**config.mk**
```make
export PLATFORM = sky130hd
export DESIGN_NAME = uart_echo_responder_flat
export DESIGN_NICKNAME = d
export VERILOG_FILES = /design/src/rtl/uart_echo_responder_pkg.sv /design/src/rtl/uart_echo_responder_if.sv /design/src/rtl/uart_echo_responder_sync_fifo.sv /design/src/rtl/uart_echo_responder.sv /design/src/flat_wrapper.sv
export SDC_FILE = /design/constraint.sdc
export NUM_CORES = 1
export LEC_CHECK = 0
export CELL_PAD_IN_SITES_DETAIL_PLACEMENT = 1
export CELL_PAD_IN_SITES_GLOBAL_PLACEMENT = 2
export CORE_ASPECT_RATIO = 0.9
export CORE_MARGIN = 10
export CORE_UTILIZATION = 45
export DETAILED_ROUTE_END_ITERATION = 6
export GPL_TIMING_DRIVEN = 1
export PLACE_DENSITY = 0.9
export SYNTH_ARGS = -nofsm -noshare
export SYNTH_HDL_FRONTEND = slang
export SYNTH_HIERARCHICAL = 1
export SYNTH_SLANG_ARGS = --single-unit
```
**constraint.sdc**
```tcl
create_clock -name clk -period 4 [get_ports clk]
set_input_delay 1 -clock clk [delete_from_list [all_inputs] [get_ports clk]]
set_output_delay 1 -clock clk [all_outputs]
set_load 0.005 [all_outputs]
```
**src/rtl/uart_echo_responder_pkg.sv**
```systemverilog
// rtl/uart_echo_responder_pkg.sv - shared constants and FSM state encoding for the UART echo responder
package uart_echo_responder_pkg;
   localparam int DATA_BITS            = 8;
   localparam int DEFAULT_CLKS_PER_BIT = 868;

   typedef enum logic [1:0] {
      ST_IDLE  = 2'd0,
      ST_START = 2'd1,
      ST_DATA  = 2'd2,
      ST_STOP  = 2'd3
   } uart_state_t;
endpackage

```
**src/rtl/uart_echo_responder_if.sv**
```systemverilog
// rtl/uart_echo_responder_if.sv - serial lines, echo control and receive reporting of the echo responder
interface uart_echo_responder_if;
   import uart_echo_responder_pkg::*;

   logic                 rx;
   logic                 echo_en;
   logic                 tx;
   logic [DATA_BITS-1:0] data_out;
   logic                 data_valid;
   logic                 frame_err;
   logic                 overflow;
   logic                 tx_busy;

   modport master (
      output rx, echo_en,
      input  tx, data_out, data_valid, frame_err, overflow, tx_busy
   );

   modport slave (
      input  rx, echo_en,
      output tx, data_out, data_valid, frame_err, overflow, tx_busy
   );
endinterface

```
**src/rtl/uart_echo_responder_sync_fifo.sv**
```systemverilog
// rtl/uart_echo_responder_sync_fifo.sv - single-clock FIFO with registered read, accepts push when full if popped
module sync_fifo #(
   parameter int WIDTH = 8,
   parameter int DEPTH = 8
) (
   input  logic             clk,
   input  logic             rst_n,
   input  logic             push,
   input  logic [WIDTH-1:0] push_data,
   input  logic             pop,
   output logic [WIDTH-1:0] pop_data,
   output logic             full,
   output logic             empty
);
   localparam int AW = $clog2(DEPTH);

   logic [WIDTH-1:0] mem [DEPTH];
   logic [AW:0]      wr_ptr;
   logic [AW:0]      rd_ptr;
   logic             do_push;
   logic             do_pop;

   // Extra pointer bit separates full from empty when the index bits match.
   assign empty   = (wr_ptr == rd_ptr);
   assign full    = (wr_ptr[AW] != rd_ptr[AW]) && (wr_ptr[AW-1:0] == rd_ptr[AW-1:0]);
   assign do_pop  = pop && !empty;
   assign do_push = push && (!full || do_pop);

   always_ff @(posedge clk) begin
      if (do_push) begin
         mem[wr_ptr[AW-1:0]] <= push_data;
      end
   end

   always_ff @(posedge clk or negedge rst_n) begin
      if (!rst_n) begin
         wr_ptr   <= '0;
         rd_ptr   <= '0;
         pop_data <= '0;
      end else begin
         if (do_push) begin
            wr_ptr <= wr_ptr + 1'b1;
         end
         if (do_pop) begin
            rd_ptr   <= rd_ptr + 1'b1;
            pop_data <= mem[rd_ptr[AW-1:0]];
         end
      end
   end
endmodule

```
**src/rtl/uart_echo_responder.sv**
```systemverilog
// rtl/uart_echo_responder.sv - 8N1 receiver that reports each good byte and echoes it back on tx
module uart_echo_responder
   import uart_echo_responder_pkg::*;
#(
   parameter int CLKS_PER_BIT = DEFAULT_CLKS_PER_BIT,
   parameter int FIFO_DEPTH   = 8
) (
   input  logic                   clk,
   input  logic                   rst_n,
   uart_echo_responder_if.slave   bus
);
   localparam int CNT_W = $clog2(CLKS_PER_BIT);
   localparam int BIT_W = $clog2(DATA_BITS);
   localparam logic [CNT_W-1:0] BIT_LAST  = CNT_W'(CLKS_PER_BIT - 1);
   localparam logic [CNT_W-1:0] HALF_LAST = CNT_W'(CLKS_PER_BIT / 2 - 1);
   localparam logic [BIT_W-1:0] LAST_BIT  = BIT_W'(DATA_BITS - 1);

   logic                 rx_meta, rx_sync, rx_prev;
   uart_state_t          rx_state, tx_state;
   logic [CNT_W-1:0]     rx_cnt, tx_cnt;
   logic [BIT_W-1:0]     rx_bit, tx_bit;
   logic [DATA_BITS-1:0] rx_shift, tx_shift, fifo_data, data_out_r;
   logic                 data_valid_r, frame_err_r, overflow_r, tx_r;
   logic                 rx_fall, push, pop, fifo_full, fifo_empty;

   always_ff @(posedge clk or negedge rst_n) begin
      if (!rst_n) begin
         rx_meta <= 1'b1;
         rx_sync <= 1'b1;
         rx_prev <= 1'b1;
      end else begin
         rx_meta <= bus.rx;
         rx_sync <= rx_meta;
         rx_prev <= rx_sync;
      end
   end

   assign rx_fall = rx_prev && !rx_sync;
   assign push    = (rx_state == ST_STOP) && (rx_cnt == BIT_LAST) && rx_sync;

   always_ff @(posedge clk or negedge rst_n) begin
      if (!rst_n) begin
         rx_state     <= ST_IDLE;
         rx_cnt       <= '0;
         rx_bit       <= '0;
         rx_shift     <= '0;
         data_out_r   <= '0;
         data_valid_r <= 1'b0;
         frame_err_r  <= 1'b0;
      end else begin
         data_valid_r <= 1'b0;
         frame_err_r  <= 1'b0;
         case (rx_state)
            ST_IDLE: begin
               rx_cnt <= '0;
               if (rx_fall) rx_state <= ST_START;
            end
            ST_START: begin
               // Mid-start resample rejects glitches shorter than half a bit.
               if (rx_cnt == HALF_LAST) begin
                  rx_cnt   <= '0;
                  rx_bit   <= '0;
                  rx_state <= rx_sync ? ST_IDLE : ST_DATA;
               end else begin
                  rx_cnt <= rx_cnt + 1'b1;
               end
            end
            ST_DATA: begin
               if (rx_cnt == BIT_LAST) begin
                  rx_cnt   <= '0;
                  rx_shift <= {rx_sync, rx_shift[DATA_BITS-1:1]};
                  rx_bit   <= rx_bit + 1'b1;
                  if (rx_bit == LAST_BIT) rx_state <= ST_STOP;
               end else begin
                  rx_cnt <= rx_cnt + 1'b1;
               end
            end
            ST_STOP: begin
               if (rx_cnt == BIT_LAST) begin
                  rx_cnt   <= '0;
                  rx_state <= rx_fall ? ST_START : ST_IDLE;
                  if (rx_sync) begin
                     data_out_r   <= rx_shift;
                     data_valid_r <= 1'b1;
                  end else begin
                     frame_err_r <= 1'b1;
                  end
               end else begin
                  rx_cnt <= rx_cnt + 1'b1;
               end
            end
            default: rx_state <= ST_IDLE;
         endcase
      end
   end

   sync_fifo #(
      .WIDTH (DATA_BITS),
      .DEPTH (FIFO_DEPTH)
   ) u_fifo (
      .clk       (clk),
      .rst_n     (rst_n),
      .push      (push),
      .push_data (rx_shift),
      .pop       (pop),
      .pop_data  (fifo_data),
      .full      (fifo_full),
      .empty     (fifo_empty)
   );

   always_ff @(posedge clk or negedge rst_n) begin
      if (!rst_n)                             overflow_r <= 1'b0;
      else if (push && fifo_full && !pop)     overflow_r <= 1'b1;
   end

   // A new frame may begin from idle or straight out of the last stop-bit cycle.
   assign pop = ((tx_state == ST_IDLE) || ((tx_state == ST_STOP) && (tx_cnt == BIT_LAST)))
                && bus.echo_en && !fifo_empty;

   always_ff @(posedge clk or negedge rst_n) begin
      if (!rst_n) begin
         tx_state <= ST_IDLE;
         tx_cnt   <= '0;
         tx_bit   <= '0;
         tx_shift <= '0;
         tx_r     <= 1'b1;
      end else begin
         case (tx_state)
            ST_IDLE: begin
               tx_cnt <= '0;
               if (pop) begin
                  tx_state <= ST_START;
                  tx_r     <= 1'b0;
               end
            end
            ST_START: begin
               // Registered FIFO read settles during the start bit; load it at its end.
               if (tx_cnt == BIT_LAST) begin
                  tx_cnt   <= '0;
                  tx_bit   <= '0;
                  tx_r     <= fifo_data[0];
                  tx_shift <= {1'b0, fifo_data[DATA_BITS-1:1]};
                  tx_state <= ST_DATA;
               end else begin
                  tx_cnt <= tx_cnt + 1'b1;
               end
            end
            ST_DATA: begin
               if (tx_cnt == BIT_LAST) begin
                  tx_cnt <= '0;
                  if (tx_bit == LAST_BIT) begin
                     tx_r     <= 1'b1;
                     tx_state <= ST_STOP;
                  end else begin
                     tx_r     <= tx_shift[0];
                     tx_shift <= {1'b0, tx_shift[DATA_BITS-1:1]};
                     tx_bit   <= tx_bit + 1'b1;
                  end
               end else begin
                  tx_cnt <= tx_cnt + 1'b1;
               end
            end
            ST_STOP: begin
               if (tx_cnt == BIT_LAST) begin
                  tx_cnt   <= '0;
                  tx_state <= pop ? ST_START : ST_IDLE;
                  tx_r     <= !pop;
               end else begin
                  tx_cnt <= tx_cnt + 1'b1;
               end
            end
            default: tx_state <= ST_IDLE;
         endcase
      end
   end

   assign bus.tx         = tx_r;
   assign bus.data_out   = data_out_r;
   assign bus.data_valid = data_valid_r;
   assign bus.frame_err  = frame_err_r;
   assign bus.overflow   = overflow_r;
   assign bus.tx_busy    = (tx_state != ST_IDLE);
endmodule
```
**src/flat_wrapper.sv**
```systemverilog
// flat-port wrapper written by rule: the top's interface ports become plain ports
module uart_echo_responder_flat import uart_echo_responder_pkg::*;
#(
   parameter int CLKS_PER_BIT = DEFAULT_CLKS_PER_BIT,
   parameter int FIFO_DEPTH   = 8
)
  (clk, rst_n, bus_rx, bus_echo_en, bus_tx, bus_data_out, bus_data_valid, bus_frame_err, bus_overflow, bus_tx_busy);
  uart_echo_responder_if bus_i ();
  input  logic clk;
  input  logic rst_n;
  input wire logic [$bits(bus_i.rx)-1:0] bus_rx;
  input wire logic [$bits(bus_i.echo_en)-1:0] bus_echo_en;
  output wire logic [$bits(bus_i.tx)-1:0] bus_tx;
  output wire logic [$bits(bus_i.data_out)-1:0] bus_data_out;
  output wire logic [$bits(bus_i.data_valid)-1:0] bus_data_valid;
  output wire logic [$bits(bus_i.frame_err)-1:0] bus_frame_err;
  output wire logic [$bits(bus_i.overflow)-1:0] bus_overflow;
  output wire logic [$bits(bus_i.tx_busy)-1:0] bus_tx_busy;
  assign bus_i.rx = bus_rx;
  assign bus_i.echo_en = bus_echo_en;
  assign bus_tx = bus_i.tx;
  assign bus_data_out = bus_i.data_out;
  assign bus_data_valid = bus_i.data_valid;
  assign bus_frame_err = bus_i.frame_err;
  assign bus_overflow = bus_i.overflow;
  assign bus_tx_busy = bus_i.tx_busy;
  uart_echo_responder #(.CLKS_PER_BIT(CLKS_PER_BIT), .FIFO_DEPTH(FIFO_DEPTH)) u_core (.clk(clk), .rst_n(rst_n), .bus(bus_i));
endmodule
```
## Word level (Yosys, flattened, before mapping)

Memory sizes are Yosys's and may differ from the RTL's. A register that Yosys moved wholly into a read port is not among the register bits.
Cells that the tools add are included.

- Memories: 1
- RAM bits: 64
- Register bits: 69
- Logic and storage cells: 127

Memory list:

| name | depth | width | read ports | clocked after memory_dff | wr ports | RTL line | text |
|---|---|---|---|---|---|---|---|
| u_core.u_fifo.mem | 8 | 8 | 1 | 1 | 1 | uart_echo_responder_sync_fifo.sv:17 | `logic [WIDTH-1:0] mem [DEPTH];` |

- Reductions and logical operators: 32
- Multiplexer cells: 45
- Equal/unequal tests: 25
- Add/subtract/negate cells: 6

Operators by type and width:

| kind | count |
|---|---|
| 2-to-1 mux 10 bit | 3 |
| case mux 10 bit (3 select lines) | 1 |
| 2-to-1 mux 8 bit | 3 |
| 2-to-1 mux 2 bit | 11 |
| adder 10 x 1 -> 10 bit (second input constant) | 2 |
| == test 10 bit (second input constant) | 2 |
| case mux 10 bit (2 select lines) | 1 |
| inequality test 2 x 1 -> 1 bit (second input constant) | 8 |
| case mux 2 bit (4 select lines) | 2 |
| case mux 8 bit (2 select lines) | 1 |
| 2-to-1 mux 1 bit | 15 |
| 2-to-1 mux 3 bit | 5 |
| case mux 3 bit (2 select lines) | 2 |
| logical AND 1 bit | 11 |
| == test 10 x 9 -> 1 bit (second input constant) | 1 |
| AND reduction 5 bit | 2 |
| adder 4 x 1 -> 4 bit (second input constant) | 2 |
| == test 2 bit (second input constant) | 4 |
| AND reduction 4 bit | 2 |
| adder 3 x 1 -> 3 bit (second input constant) | 2 |
| == test 3 bit (second input constant) | 2 |
| inequality test 2 bit (second input constant) | 3 |
| AND reduction 3 bit | 2 |
| nonzero test 2 bit | 3 |
| 11 further kinds | 18 |

## Longest topological paths before layout

- Word-level depth: 10
- Depth in mapped cells: 12

## Hierarchy

Netlist, hierarchy kept.

By module, submodules not included:

| module | cells an instance | times used | area each (µm²) | seq. area each (µm²) |
|---|---|---|---|---|
| sync_fifo | 171 | 1 | 3,229.3 | 2,322.2 |
| uart_echo_responder | 252 | 1 | 2,867.8 | 1,506.4 |

## Worst setup path before layout

OpenSTA, ideal clock, no wires.

- Path type: flip-flop to flip-flop
- Start: register u_core.rx_cnt[3]
- End: memory u_core.u_fifo.mem[4][0], enable pin
- Path buffers: 0
- Setup time: 395 ps
- Slack: 1,009 ps
- Required time: 3,605 ps
- Arrival: 2,596 ps
- Stages on the path, launching flop included: 6
- Cells stage by stage: dfrtp_1 or3b_4 or4_1 nor2_1 nand2_1 nor4_1

- Word-level cells in the longest chain between the ends: 6

Ends and longest elaborated chain:

| element | RTL line | text |
|---|---|---|
| from (decl) | uart_echo_responder.sv:20 | `logic [CNT_W-1:0] rx_cnt, tx_cnt;` |
| from (signal assigned) | uart_echo_responder.sv:65 | `rx_cnt <= rx_cnt + 1'b1;` |
| from (signal assigned) | uart_echo_responder.sv:75 | `rx_cnt <= rx_cnt + 1'b1;` |
| from (signal assigned) | uart_echo_responder.sv:89 | `rx_cnt <= rx_cnt + 1'b1;` |
| == test 10 bit | uart_echo_responder.sv:39 | `assign push = (rx_state == ST_STOP) && (rx_cnt == BIT_LAST) && rx_sync;` |
| logical AND 1 bit (2 in series) | uart_echo_responder.sv:39 |  |
| net u_core.push | uart_echo_responder.sv:24 | `logic rx_fall, push, pop, fifo_full, fifo_empty;` |
| logical AND 1 bit | uart_echo_responder_sync_fifo.sv:27 | `assign do_push = push && (!full \|\| do_pop);` |
| 2-to-1 mux 1 bit | uart_echo_responder_sync_fifo.sv:30 | `if (do_push) begin` |
| 2-to-1 mux 1 bit (not written as such) | uart_echo_responder_sync_fifo.sv:31 | `mem[wr_ptr[AW-1:0]] <= push_data;` |
| to (decl) | uart_echo_responder_sync_fifo.sv:17 |  |

The timed path passes the listed nets, and every way through them passes these cells.

## Final worst setup path

- Start: register u_core.rx_cnt[2]
- End: memory u_core.u_fifo.mem[7][0], enable pin

The elaborated chain is that of the path after synthesis.

==> results.ini <==
[clocking]
clock_latency_ns=0.43
root_buffer=clkbuf_16
clockBufferDepth=2
cts.sinks=140
postCtsSetupBuffers=0
htree_levels=4
hold_buffers=0
cts_resized=0
cts_tree=built
cts_buffers=17
clk_pin_slew_worst_paths_ns=0.07

[yosys]
netlist_instances=423
synthesis.area_sq_um=6100
syn_nets=441
synth_edf_count=64
yosysUniqueCellTypes=58
syn_area_per_cell_sq_um=14.4
async_flop_share_pct=54.3
yosysWarnings=6
ys_seq_area_share_pct=62.8
synth-seq-cells=140
synth_ff_type=dfrtp_1

[global_routing]
overflow=0
antenna_found_initial=0
grt_first_pass_wirelength_um=20900
grt_pass1_vias=3860
grt_util_all_layers_pct=14.7
grt_max_degree=77

[timing]
period_needed_ns=2.86
fin_crit_sh_pct=71.5
tns_ns=0
rsz0062_at_grt=no
setup_viol=0
fin_worst_skew_ns=0.0117
drv_slew=0
tightestPinTransition_ns=1.16
setup_ws_ns=1.14
maxSlewHeadroom_pct=22.8
hold_viol=0
max_freq_mhz=349

[worst_setup_path]
cp_cell_sequence=or3b_4, or4_1, nor2_1, nand2_1, nor2_1, o21ai_1, inv_1
slowest_stage=or4_1
crit_start=u_core/rx_cnt[2]
required_ns=4.08
cp-end-kind=register
cpMostUsedCell=nor2_1
cp.arrival_ns=2.95
path_class=register to register
r2r_start=u_core/rx_cnt[2]
crit_path_max_fanout=8
start_kind=register
slowest_delay_ns=0.58

[placement]
gp_congestion=0.803
dp_hpwl_um=8050
place_ws_ns=0.848
portBuffers=16
dp.cells=600

[power]
power_leakage_nw=2.95
switching_power_w=0.000773
p_comb_share_pct=3.2
swShare_pct=23.9
pwr-share-clk_pct=47.6
p_per_area_nw_per_um2=460
vdd_drop_max_uv=355
pwr-share-seq_pct=49.2
intPower_w=0.00245

[floorplan]
coreArea_sq_um=13300
dieArea_sq_um=18600
die_h_um=130
rows=40
boundaryPins=17
start_util_pct=45.8
dieWidth_um=143

[layout]
antenna-diode-count=0
layout-drive-gt1-share_pct=20.9
finalNonFillerCells=632
final_nets=469
fillers=1297
final_cell_mix=dfrtp_1 (72), edfxtp_1 (64), nand2_1 (28), nor2_1 (28), clkbuf_16 (17)
syn_to_final_growth_pct=15.0
final_common_cell=dfrtp_1

[run]
drv_cap=0

[detailed_routing]
avgRoutedWirePerCell_um=19.9
drt_first_pass_iters=4
vias=3489
routed_wl_um=12600
vias_per_cell=5.52
drc_errors=0
drtAntennaViolNets=0
drt_iter0_drc=222

[worst_hold_path]
hold_path_class=register to register
hp-start=u_core/rx_meta

[status]
status=finished, final reports clean

state kept, by name, summed over array words and instances (netlist names), 4 cells and up, named ones only:
| name | flops |
|---|---|
| u_core/rx_cnt | 10 |
| u_core/tx_cnt | 10 |
| u_core/u_fifo/mem | 64 |
| u_core/tx_shift | 7 |
| u_core/u_fifo/rd_ptr | 4 |
| u_core/u_fifo/pop_data | 8 |
| u_core/u_fifo/wr_ptr | 4 |
| u_core/bus.data_out | 8 |
| u_core/rx_shift | 8 |
critical path, delay by kind of cell (launching register included):
| family | cells | cell delay (ns) |
|---|---|---|
| simple gates | 5 | 1.67 |
| flops | 1 | 0.43 |
| buf+inv | 1 | 0.31 |
| compound gates | 1 | 0.12 |
metrics by stage:
stage / power (W) / instance area (sq um) / hold slack (ns) / utilization [%]
2_1_floorplan: 0.00167 / 6100 / 0.345 / -
5_1_grt: 0.00336 / 7010 / 0.365 / 52.7
3_5_place_dp: 0.00172 / 6430 / 0.348 / 48.3
4_1_cts: 0.00327 / 7010 / 0.359 / 52.7
6_report: 0.00323 / 7010 / 0.358 / 52.7
3_3_place_gp: 0.00171 / 6430 / 0.345 / 48.3
per-layer routing:
layer / global-route usage, % / vias to the layer above / wire length, um
li1: - / 1621 / -
met1: 17.4 / 1814 / 5620
met2: 24.8 / 46 / 6390
met3: 4.44 / 8 / 423
met4: 5.64 / 0 / 127
met5: 0 / - / 0
cells by family after synthesis:
kind of cell	synth area share, %
simple gates	10.0
mux	12.7
flops	62.8
xor+xnor	4.10
compound gates	5.09
fa+ha+maj	2.87
buf+inv	2.42
power groups by stage:
stage,combinational (W),clock (W),sequential [W]
after floorplan,0.0000810,0,0.00159
after global placement,0.0000980,0,0.00161
after detailed placement,0.000106,0,0.00161
after CTS,0.000107,0.00158,0.00159
after global routing,0.000123,0.00164,0.00159
final,0.000103,0.00154,0.00159
synthesized netlist by cell type, types with 4 or more instances:
cell | number | area [sq um]
dfrtp_1 | 72 | 1800
inv_1 | 13 | 48.8
mux4_2 | 16 | 360
nor2b_1 | 6 | 37.5
nor2_1 | 28 | 105
mux2_4 | 10 | 150
a21oi_1 | 4 | 20.0
nand2b_1 | 4 | 25.0
ha_1 | 14 | 175
xnor2_1 | 11 | 96.3
o21ai_0 | 12 | 60.1
o21ai_1 | 9 | 45.0
edfxtp_1 | 64 | 1920
dfstp_2 | 4 | 105
mux2_2 | 11 | 124
mux2i_1 | 14 | 140
and3_1 | 5 | 31.3
xor2_1 | 12 | 105
buf_6 | 4 | 45.0
nand4_1 | 6 | 37.5
clkbuf_1 | 6 | 22.5
nand3_1 | 8 | 40.0
nor3_1 | 11 | 55.1
nand2_1 | 28 | 105
nor4_1 | 4 | 25.0
path summary, 6_finish.rpt:
check                                          end  slack [ns]  depth (start not counted)
hold / removal                      u_core/rx_sync        0.36                          0
setup reg to reg           u_core/u_fifo/mem[7][0]        1.14                          7
max in group asynchronous  u_core/u_fifo/rd_ptr[2]        2.66                          1
hold reg to reg                     u_core/rx_sync        0.36                          0
min in group asynchronous         u_core/rx_cnt[2]        0.72                          1
setup / recovery           u_core/u_fifo/mem[7][0]        1.14                          7
layout make-up:
type                    count  area [sq um]  share of cell area, %
repair buffers             25           225                   3.21
inverters                  13          48.8                  0.696
multi-input cells         254          2120                   30.3
clock buffers              17           425                   6.07
well taps                 168           210                   3.00
clock inverters            15           150                   2.14
flip-flops and latches    140          3830                   54.6
(Power assumes the default switching activity.)
==> RTL edit (same flow settings) <==
Encoding of `uart_state_t`: now Gray code (2 bits for 4 states).
--- a/src/rtl/uart_echo_responder_pkg.sv
+++ b/src/rtl/uart_echo_responder_pkg.sv
@@ -6,6 +6,6 @@
    typedef enum logic [1:0] {
-      ST_IDLE  = 2'd0,
-      ST_START = 2'd1,
-      ST_DATA  = 2'd2,
-      ST_STOP  = 2'd3
+      ST_IDLE  = 2'b00,
+      ST_START = 2'b01,
+      ST_DATA  = 2'b11,
+      ST_STOP  = 2'b10
    } uart_state_t;
Check against the original RTL: no difference found for any inputs over 10 cycles, from zero or initial values and one cycle with rst_n low; not proved beyond that.
==> RTL edit against the unedited design <==
- die area decreased by 1.3%
- synthesized area decreased by 1.6%
- core utilization is 0.66 points higher
- cell area down 2.0%
- setup slack worse by 0.081 ns
- power decreased by 1.3%
- global-route usage shrank 0.94 points
- sequential cell count did not move
- routed wire length decreased by 7.1%
- critical endpoint is now u_core/u_fifo/rd_ptr[1]
==> RTL edit: results (changes against the unedited design) <==
status complete, no violations; footprint of the multi-input gates 2028 sq um (-4.4%); FF-to-FF path depth 8 (+1); DP HPWL 7.379 mm (-8.3%); met3 GRT Util 4.748% (+0.31 points); CP Max Fanout 20 (+12); syn nets 428 (-2.9%); Register Area 3829 sq um (unchanged); Filler cells 1273 (-1.9%); ClkCell Share 7.961% (-0.25 points); DRT Pass-1 Iters 4 (unchanged); sequential element share of the synthesized area 63.80% (+1.0 points); dpl ws 0.8338 ns (-0.01453 ns); Post-synth EDFFs 64 (unchanged); postcts setup bufs 0 (unchanged); share of cells above drive strength 1 21.19% (+0.29 points); Clock Skews 0.01099 ns (-0.0006841 ns); Lkg Pwr 2.883 nW (-2.2%); R2R Path Start u_core/tx_cnt[0]; grt met1 use 17.43% (+0.044 points); Sink Count 140 (unchanged); min Tclk post-route 2.942 ns (+0.08091 ns); H-tree levels 4 (unchanged); number of inserted diodes 0 (unchanged); drt total wl 11.66 mm (-7.1%); crit path capture u_core/u_fifo/rd_ptr[1]; NonClk Buf Share 3.279% (+0.066 points); R2R setup slack 1.06 ns (-0.08 ns); adder-cell share of the synthesized area 1.877% (-1.0 points); CLK BUF 18 (+1); Worst path top cell family by delay compound AO/OA/AOI/OAI gates; Crit-path slowest cell o31ai_2; fraction of registers with async set/reset 54.29% (unchanged); final net count 454 (-3.2%); DR vias 3398 (-2.6%); initial antenna violation count 0 (unchanged); post-synthesis mux area share 12.20% (-0.50 points); Tightest Pin Transition 1.238 ns (+0.08156 ns); Synth Area in Compound Gates 4.671% (-0.42 points); comb_multi_in 248 (-2.4%); xor-xnor portion of the synthesized cell area 4.170% (+0.066 points); inverter count 9 (-4); Post-synth top cells 72 x dfrtp_1, 64 x edfxtp_1, 35 x nand2_1; met2 Usage GRT 21.53% (-3.3 points); CTS buffer count 17 (unchanged); global-route wire length before repair 19.72 mm (-5.5%); top post-synthesis cells by area edfxtp_1 32%, dfrtp_1 30%, mux4_2 6.0%; clock buffer depth 2 (unchanged); CP arrival 3.24 ns (+0.29 ns); worst vdd ir 0.0003936 V (+11%); drt initial violations 190 (-14%); GP Congestion 0.7667 (-4.5%); crit-path max cell delay 0.53 ns (-0.05 ns); number of global-route vias before repair 3644 (-5.6%); GRT Util Overall 13.75% (-0.94 points); top_reg_cell synth dfrtp_1; Clock transition at path regs 0.06 ns
[RTL edit: where the power goes]
part | total, mW | internal [mW] | switching, mW
sequential | 1.60 | 1.54 | 0.0596
clock | 1.46 | 0.855 | 0.608
combinational | 0.124 | 0.0561 | 0.0680
total | 3.18 | 2.45 | 0.736
[RTL edit: how the worst min path moves through the flow]
stage                        start             end  slack, ns  cells after the start
floorplan           u_core/rx_meta  u_core/rx_sync       0.35                      0
global placement    u_core/rx_meta  u_core/rx_sync       0.35                      0
detailed placement  u_core/rx_meta  u_core/rx_sync       0.35                      0
CTS                 u_core/rx_meta  u_core/rx_sync       0.36                      0
global route        u_core/rx_meta  u_core/rx_sync       0.36                      0
finish              u_core/rx_meta  u_core/rx_sync       0.36                      0
[RTL edit: per-stage QoR]
| step | hold slack [ns] | std cells | instance area, sq um | util (%) |
|---|---|---|---|---|
| 2_1_floorplan | 0.3452 | 415 | 6001 | - |
| 3_3_place_gp | 0.3466 | 586 | 6321 | 49.07 |
| 3_5_place_dp | 0.3492 | 586 | 6321 | 49.07 |
| 4_1_cts | 0.3580 | 617 | 6868 | 53.31 |
| 5_1_grt | 0.3638 | 617 | 6868 | 53.31 |
| 6_report | 0.3592 | 617 | 6868 | 53.31 |
[RTL edit: worst reg2reg max path, cell delays in order (launching register included)]
cell and delay [ns]:
dfrtp_1 0.39, ha_1 0.21, or3b_1 0.40, o31ai_2 0.53, nand2_1 0.17, inv_1 0.22, inv_1 0.07, a41o_1 0.45
mux2_4 0.40
[RTL edit: per-layer routing]
layer | wire length (um) | vias up
li1 | - | 1584
met1 | 5498 | 1755
met2 | 5569 | 47
met3 | 448 | 12
met4 | 142 | 0
met5 | 0 | -
